**src/rtl/key_lane_marker_pkg.sv**
```systemverilog
// rtl/key_lane_marker_pkg.sv - shared types and constants for the key lane marker.
package key_lane_marker_pkg;

    typedef enum logic [1:0] {
        ST_IDLE  = 2'd0,
        ST_LATCH = 2'd1,
        ST_DRAW  = 2'd2,
        ST_DONE  = 2'd3
    } state_e;

    typedef logic [2:0] lane_t;

    localparam lane_t      LANE_NONE   = 3'd0;
    localparam logic [2:0] COLOUR_FAIL = 3'b100;
    localparam logic [2:0] COLOUR_OFF  = 3'b000;

endpackage

```
**src/rtl/key_lane_marker_if.sv**
```systemverilog
// rtl/key_lane_marker_if.sv - request handshake and pixel-write bus of the key lane marker.
interface key_lane_marker_if;
    import key_lane_marker_pkg::*;

    logic       go;
    logic [5:0] offset;
    logic       busy;
    logic       done;
    logic       plot;
    logic [8:0] x;
    logic [7:0] y;
    logic [2:0] colour;
    lane_t      lane_id;

    modport master (
        output go, offset,
        input  busy, done, plot, x, y, colour, lane_id
    );

    modport slave (
        input  go, offset,
        output busy, done, plot, x, y, colour, lane_id
    );
endinterface

```
**src/rtl/key_lane_marker_key_sync.sv**
```systemverilog
// rtl/key_lane_marker_key_sync.sv - key_sync: two-flop synchroniser for the raw key inputs.
module key_sync #(
    parameter int W = 4
) (
    input  logic         clk,
    input  logic         rst,
    input  logic [W-1:0] d,
    output logic [W-1:0] q
);
    logic [W-1:0] s1_d, s1_q, s2_d, s2_q;

    always_comb begin
        s1_d = d;
        s2_d = s1_q;
    end

    // Reset to all ones so the encoder sees "no key pressed" until real samples arrive.
    always_ff @(posedge clk or posedge rst) begin
        if (rst) begin
            s1_q <= '1;
            s2_q <= '1;
        end else begin
            s1_q <= s1_d;
            s2_q <= s2_d;
        end
    end

    assign q = s2_q;
endmodule

```
**src/rtl/key_lane_marker.sv**
```systemverilog
// rtl/key_lane_marker.sv - latches the pressed key lane and plots a block in that lane.
// Define KEY_LANE_SYNC_EN to route keys_n through the key_sync two-flop synchroniser.
module key_lane_marker
    import key_lane_marker_pkg::*;
#(
    parameter int         NUM_LANES   = 4,
    parameter int         LANE_W      = 40,
    parameter int         BLOCK_H     = 8,
    parameter int         X_ORIGIN    = 80,
    parameter logic [2:0] FAIL_COLOUR = COLOUR_FAIL
) (
    input  logic                 clk,
    input  logic                 rst,
    input  logic [NUM_LANES-1:0] keys_n,
    key_lane_marker_if.slave     bus
);
    localparam logic [1:0] S_IDLE  = ST_IDLE;
    localparam logic [1:0] S_LATCH = ST_LATCH;
    localparam logic [1:0] S_DRAW  = ST_DRAW;
    localparam logic [1:0] S_DONE  = ST_DONE;

    localparam int CW = (LANE_W  > 1) ? $clog2(LANE_W)  : 1;
    localparam int RW = (BLOCK_H > 1) ? $clog2(BLOCK_H) : 1;
    localparam logic [CW-1:0] COL_LAST = CW'(LANE_W - 1);
    localparam logic [RW-1:0] ROW_LAST = RW'(BLOCK_H - 1);

    logic [NUM_LANES-1:0] keys_s;

`ifdef KEY_LANE_SYNC_EN
    key_sync #(.W(NUM_LANES)) u_key_sync (
        .clk (clk),
        .rst (rst),
        .d   (keys_n),
        .q   (keys_s)
    );
`else
    assign keys_s = keys_n;
`endif

    lane_t lane_enc;

    // Ascending scan so the highest pressed index overrides lower ones.
    always_comb begin
        lane_enc = LANE_NONE;
        for (int i = 0; i < NUM_LANES; i++) begin
            if (!keys_s[i]) lane_enc = lane_t'(NUM_LANES - i);
        end
    end

    logic [1:0]    state_d, state_q;
    lane_t         lane_d, lane_q;
    logic [5:0]    ybase_d, ybase_q;
    logic [CW-1:0] col_d, col_q;
    logic [RW-1:0] row_d, row_q;
    logic [8:0]    x_d, x_q;
    logic [7:0]    y_d, y_q;

    always_comb begin
        state_d = state_q;
        lane_d  = lane_q;
        ybase_d = ybase_q;
        col_d   = col_q;
        row_d   = row_q;
        x_d     = x_q;
        y_d     = y_q;
        case (state_q)
            S_IDLE: begin
                if (bus.go) begin
                    state_d = S_LATCH;
                    lane_d  = lane_enc;
                    ybase_d = bus.offset;
                end
            end
            S_LATCH: begin
                if (lane_q == LANE_NONE) begin
                    state_d = S_DONE;
                end else begin
                    state_d = S_DRAW;
                    col_d   = '0;
                    row_d   = '0;
                end
            end
            S_DRAW: begin
                if (col_q == COL_LAST) begin
                    col_d = '0;
                    if (row_q == ROW_LAST) state_d = S_DONE;
                    else                   row_d = row_q + RW'(1);
                end else begin
                    col_d = col_q + CW'(1);
                end
            end
            default: state_d = S_IDLE;
        endcase
        // Coordinates are registered one cycle ahead so they line up with the plot strobe.
        if (state_d == S_DRAW) begin
            x_d = 9'(X_ORIGIN + (int'(lane_d) - 1) * LANE_W + int'(col_d));
            y_d = 8'(int'(ybase_d) + int'(row_d));
        end
    end

    always_ff @(posedge clk or posedge rst) begin
        if (rst) begin
            state_q <= S_IDLE;
            lane_q  <= LANE_NONE;
            ybase_q <= '0;
            col_q   <= '0;
            row_q   <= '0;
            x_q     <= '0;
            y_q     <= '0;
        end else begin
            state_q <= state_d;
            lane_q  <= lane_d;
            ybase_q <= ybase_d;
            col_q   <= col_d;
            row_q   <= row_d;
            x_q     <= x_d;
            y_q     <= y_d;
        end
    end

    logic plot_w;
    assign plot_w      = (state_q == S_DRAW);
    assign bus.plot    = plot_w;
    assign bus.busy    = (state_q != S_IDLE);
    assign bus.done    = (state_q == S_DONE);
    assign bus.colour  = plot_w ? FAIL_COLOUR : COLOUR_OFF;
    assign bus.x       = x_q;
    assign bus.y       = y_q;
    assign bus.lane_id = lane_q;
endmodule

```
**src/flat_wrapper.sv**
```systemverilog
// flat-port wrapper written by rule: the top's interface ports become plain ports
module key_lane_marker_flat import key_lane_marker_pkg::*;
#(
    parameter int         NUM_LANES   = 4,
    parameter int         LANE_W      = 40,
    parameter int         BLOCK_H     = 8,
    parameter int         X_ORIGIN    = 80,
    parameter logic [2:0] FAIL_COLOUR = COLOUR_FAIL
)
  (clk, rst, keys_n, bus_go, bus_offset, bus_busy, bus_done, bus_plot, bus_x, bus_y, bus_colour, bus_lane_id);
  key_lane_marker_if bus_i ();
  input  logic clk;
  input  logic rst;
  input  logic [NUM_LANES-1:0] keys_n;
  input wire logic [$bits(bus_i.go)-1:0] bus_go;
  input wire logic [$bits(bus_i.offset)-1:0] bus_offset;
  output wire logic [$bits(bus_i.busy)-1:0] bus_busy;
  output wire logic [$bits(bus_i.done)-1:0] bus_done;
  output wire logic [$bits(bus_i.plot)-1:0] bus_plot;
  output wire logic [$bits(bus_i.x)-1:0] bus_x;
  output wire logic [$bits(bus_i.y)-1:0] bus_y;
  output wire logic [$bits(bus_i.colour)-1:0] bus_colour;
  output wire logic [$bits(bus_i.lane_id)-1:0] bus_lane_id;
  assign bus_i.go = bus_go;
  assign bus_i.offset = bus_offset;
  assign bus_busy = bus_i.busy;
  assign bus_done = bus_i.done;
  assign bus_plot = bus_i.plot;
  assign bus_x = bus_i.x;
  assign bus_y = bus_i.y;
  assign bus_colour = bus_i.colour;
  assign bus_lane_id = bus_i.lane_id;
  key_lane_marker #(.NUM_LANES(NUM_LANES), .LANE_W(LANE_W), .BLOCK_H(BLOCK_H), .X_ORIGIN(X_ORIGIN), .FAIL_COLOUR(FAIL_COLOUR)) u_core (.clk(clk), .rst(rst), .keys_n(keys_n), .bus(bus_i));
endmodule
```
**config.mk**
```make
export PLATFORM = sky130hd
export DESIGN_NAME = key_lane_marker_flat
export DESIGN_NICKNAME = d
export VERILOG_FILES = /design/src/rtl/key_lane_marker_pkg.sv /design/src/rtl/key_lane_marker_if.sv /design/src/rtl/key_lane_marker_key_sync.sv /design/src/rtl/key_lane_marker.sv /design/src/flat_wrapper.sv
export SDC_FILE = /design/constraint.sdc
export NUM_CORES = 1
export LEC_CHECK = 0
export ABC_AREA = 1
export CAP_MARGIN = 5
export CORE_UTILIZATION = 50
export CTS_CLUSTER_DIAMETER = 150
export DETAILED_ROUTE_END_ITERATION = 8
export PLACE_DENSITY = 0.83
export SYNTH_ARGS = -nofsm -noshare
export SYNTH_HDL_FRONTEND = slang
export SYNTH_SLANG_ARGS = --single-unit
```
**constraint.sdc**
```tcl
create_clock -name clk -period 3.76 [get_ports clk]
set_input_delay 0.752 -clock clk [delete_from_list [all_inputs] [get_ports clk]]
set_output_delay 0.752 -clock clk [all_outputs]
set_load 0.01 [all_outputs]
```
# Word level (Yosys, flattened, before mapping)
# Index checks and enable logic that the tools add are counted.
# totals
register_bits	37
input_bits	13
out_inout_bits	26
word_cells	44
# op_classes
n_addsub	6
multipliers	1
n_eq_ne	6
mux	21
reduce_logical	3
# op_table
operator	count
32-bit by 4-bit multiplier with 6-bit output, second input constant	1
3-bit 2-to-1 mux	10
6-bit 2-to-1 mux	4
6-bit case mux with 2 select lines	1
8-bit by 9-bit adder with 9-bit output, first input constant	1
9-bit by 7-bit adder with 9-bit output	1
6-bit by 3-bit adder with 7-bit output	1
6-bit by 1-bit adder with 6-bit output, second input constant	1
2-bit == test, second input constant	3
6-bit == test, second input constant	1
2-bit 2-to-1 mux	3
2-bit case mux with 3 select lines	1
3-bit case mux with 2 select lines	1
3-bit by 1-bit subtractor with 4-bit output, second input constant	1
3-bit by 1-bit adder with 3-bit output, second input constant	1
3-bit == test, second input constant	1
3-bit logical NOT	1
2-bit by 1-bit == test with 1-bit output, second input constant	1
2-bit logical NOT	1
2-bit nonzero test	1
1-bit 2-to-1 mux	1

# Depth between registers and ports, before layout
# logic_depth
ltp_word	10
ltp_mapped	21
depth_no_buf	21

# Least setup slack after synthesis
# Ideal clock, no wire load.
# synth_timing
path_type	input to register
start	input bus_go
end	register u_core.x_q[8] (netlist: u_core.bus.x[8])
setup_ns	0.117
arrival_time_ns	3.117
required_time_ns	3.643
path_slack_ns	0.526
cell_stages	17
path_buffers	0
path_cell_list	nand2_2 nor2_1 inv_1 o22ai_1 inv_1 ha_1 inv_1 ha_1 ha_1 fa_1 nor2_1 nor2_1 nand3_1 nand3b_1 nand2_1 nand3_1 nand2_1
# synth_via
elab_chain_len	6
elab_cells_between_ends	9
cone_classes	add/sub (3); mul (1); eq/ne (1); mux (4)
# synth_rtl
element	line_no	rtl
from (decl)	flat_wrapper.sv:15	input wire logic [$bits(bus_i.go)-1:0] bus_go;
3-bit 2-to-1 mux	key_lane_marker.sv:68	if (bus.go) begin
3-bit 2-to-1 mux	key_lane_marker.sv:66	case (state_q)
net u_core.lane_d[1]	key_lane_marker.sv:51	lane_t lane_d, lane_q;
3-bit by 1-bit subtractor with 4-bit output	key_lane_marker.sv:96	x_d = 9'(X_ORIGIN + (int'(lane_d) - 1) * LANE_W + int'(col_d));
32-bit by 4-bit multiplier with 6-bit output	key_lane_marker.sv:96	
8-bit by 9-bit adder with 9-bit output	key_lane_marker.sv:96	
9-bit by 7-bit adder with 9-bit output	key_lane_marker.sv:96	
to (signal assigned)	key_lane_marker.sv:108	x_q <= '0;
to (signal assigned)	key_lane_marker.sv:116	x_q <= x_d;
to (decl)	key_lane_marker.sv:55	logic [8:0] x_d, x_q;
# The timed path passes the listed nets, and every way through them passes these cells.
# A chain may end at the register's enable or synchronous reset.

# Worst setup path in the final report
# Ends and elaborated chain as after synthesis.

==> summary.txt <==
Run status
  – Status: completed

Cells and area
  – N_diodes: 0
  – Sequential Area: 900.9 um^2
  – Layout Nets: 344
  – Area Growth Syn to Fin: 24.38%
  – Fillcell total: 360
  – Final core utilization: 0.6701
  – Footprint of the multi-input gates: 1130 um^2
  – Share of layout cells above drive strength 1: 0.1068

CTS
  – CTS H-Tree Depth: 2
  – Worst-path clk slew: 70 ps
  – CTS tree: yes
  – Clock sink count: 36
  – Clock Tree Buf Depth: 2
  – Clock root cell: clkbuf_8
  – Postcts setup bufs: 0
  – Hold Buf Count CTS: 0
  – Worst skew pair latency: 280 ps
  – Cts repair resizes: 0
  – CTS Buf Count: 5

Synth
  – Syn avg cell area: 8.430 um^2
  – Synth area leaders: dfrtp_1 41%, nand2_1 14%, ha_1 11%
  – Most repeated cell in the gate-level netlist after synthesis: nand2_1
  – Synth area leader: dfrtp_1
  – Synthesis-stage register bit count: 36
  – Synth unique cells: 34
  – Cells after synthesis: 263
  – Register area share after synthesis: 0.4063
  – Ys async rst share: 1.000
  – Share of the synthesized area in the top cell type: 0.4063
  – Area of the mapped netlist: 2217 um^2
  – Commonest cells in the synthesized netlist: 81 x nand2_1, 36 x dfrtp_1, 36 x inv_1
  – Post-synth EDFFs: 0
  – Number of synthesis warnings: 0
  – Main synth FF type: dfrtp_1

Timing
  – Final WS setup: 245.9 ps
  – Max-slew violations: 0
  – Final Hold Viols: 0
  – Period utilisation layout: 0.9346
  – Clock period minus worst slack: 3514 ps
  – Fmax: 284.6 MHz
  – Final setup fails: 0
  – RSZ-0062 raised after global routing: no
  – Final hold slack: 472.4 ps
  – Clock skew: 6.562 ps

Floorplanning
  – Full die area: 4705 um^2
  – Die Width: 68.59 um
  – Die height: 68.59 um
  – # IOs: 39
  – Initial Utilization: 0.5388
  – Core area: 4115 um^2
  – Row count: 23

Place
  – Pre-CTS setup slack: -142.0 ps
  – DPL Wire Length: 3102 um
  – IO Port Bufs: 35
  – GP Congestion: 0.8031

Setup path
  – WS Path Type: in2reg
  – CP Max Fanout: 4
  – Critical path data arrival time: 3740 ps
  – CP endpoint kind: register
  – Most used cell, CP: nand2_1
  – Ordered list of cells on the worst path: clkdlybuf4s50_1 -> nand2_2 -> nor2_1 -> inv_1 -> o22ai_2 -> inv_1 -> ha_1 -> inv_1 -> ha_1 -> ha_1 -> fa_1 -> nor2_1 -> nor2_2 -> nand3_1 -> nand2_1 -> nand2_1 -> nand2_1 -> nand3_1 -> nand2_1
  – Slowest stage cell, crit path: fa_1
  – CP max stage delay: 530 ps
  – Critical Path RT: 3990 ps
  – Crit path launch type: input pin

Worst hold path
  – Tightest Hold Check Type: reg2reg

Global routing
  – Vias in the first global route: 1671
  – GR Overflow Total: 0
  – First-pass GRT wire length: 7162 um
  – Largest net degree at the start of global routing: 37
  – Total track usage: 0.2062
  – Initial antenna violation count: 0

Drt
  – Via density: 4.911
  – Via count: 1763
  – Post-route ant nets: 0
  – Initial DRC Count: 84
  – Drt first pass iters: 4
  – # DRC: 0
  – Routed WL: 4102 um
  – Post-DR wirelength/cell: 11.43 um

Power
  – Power Density: 932.4 nW/um^2
  – Worst vdd ir: 0.5946 mV
  – Leak: 0.001480 uW

Job
  – Max_cap viols: 0
==> kinds of logic after synthesis <==
| kind of cell | after synthesis | synth area share |
|---|---|---|
| simple gates | 132 | 0.2698 |
| buf+inv | 45 | 0.09368 |
| flops | 36 | 0.4063 |
| fa+ha+maj | 23 | 0.1400 |
| compound gates | 18 | 0.05587 |
| xor+xnor | 7 | 0.02765 |
| other cells | 1 | 0.001691 |
| mux | 1 | 0.005079 |
==> per-layer routing <==
metal  GRT usage  up-vias  part of all wire  routed length, um
met1      0.2803      807              0.50               2056
met5           0        -                 0                  0
met3     0.03125        2             0.049                199
li1            -      912                 -                  -
met4     0.08594        0            0.0046                 19
met2      0.3272       42              0.44               1825
==> placed cells by master, fill, tap and decap left out, types with 2 or more instances in the layout <==
cell type         n
nor2_2            2
fa_1              3
o22ai_1           3
a21oi_1           2
xor2_1            4
nor2_1            8
o21ai_0           6
nand2_1          81
nand2_2           5
ha_1             20
inv_1            36
buf_4             9
conb_1            3
nand3_1          24
o21bai_1          3
xnor2_1           3
nand4_1           2
clkbuf_8          5
clkdlybuf4s50_1  35
dfrtp_1          36
==> worst paths after layout <==
check	from	endpoint	slack (ps)	depth (start not counted)
worst max register to register	u_core.state_q[0]	u_core.bus.x[8]	480	20
min in group asynchronous	rst	u_core.bus.y[3]	860	3
worst min-delay path	u_core.bus.x[6]	u_core.bus.x[6]	470	2
max in group asynchronous	rst	u_core.col_q[3]	2570	3
worst max-delay path	bus_go	u_core.bus.x[8]	250	19
worst min register to register	u_core.bus.x[6]	u_core.bus.x[6]	470	2
==> critical path: cells and delay by family <==
kind,cells,cell delay (ps)
AOI/OAI and AO/OA,1,150
and+or+nand+nor,10,800
buffers and inverters,4,690
adders and majority gates,4,1350
==> through the flow <==
stage          area [um^2]  setup TNS [ps]  total power (uW)  instances
2_1_floorplan         2225               0              1771        265
3_3_place_gp          2636          -10.48              2180        351
3_5_place_dp          2636          -230.0              2221        351
4_1_cts               2744               0              2573        359
5_1_grt               2758               0              2839        359
6_report              2758               0              2571        359
==> sequential cells by signal (all words and copies together), names as in the netlist <==
name                flops
u_core.bus.lane_id      3
u_core.bus.x            9
u_core.bus.y            7
u_core.col_q            6
u_core.row_q            3
u_core.state_q          2
u_core.ybase_q          6
==> final cells by class <==
cell class	instances	area share
Clock buffer	6	0.02632
Clock inverter	2	0.01270
Inverter	37	0.05036
Multi-Input combinational cell	184	0.4097
Sequential cell	36	0.3267
Tap cell	50	0.02269
Timing Repair Buffer	44	0.1515
==> power breakdown <==
group          internal [uW]  switching, uW  total, uW
registers                533           75.1        608
clock network            197            130        327
logic                    706            930       1640
total                   1440           1140       2570
(Power assumes the default switching activity.)
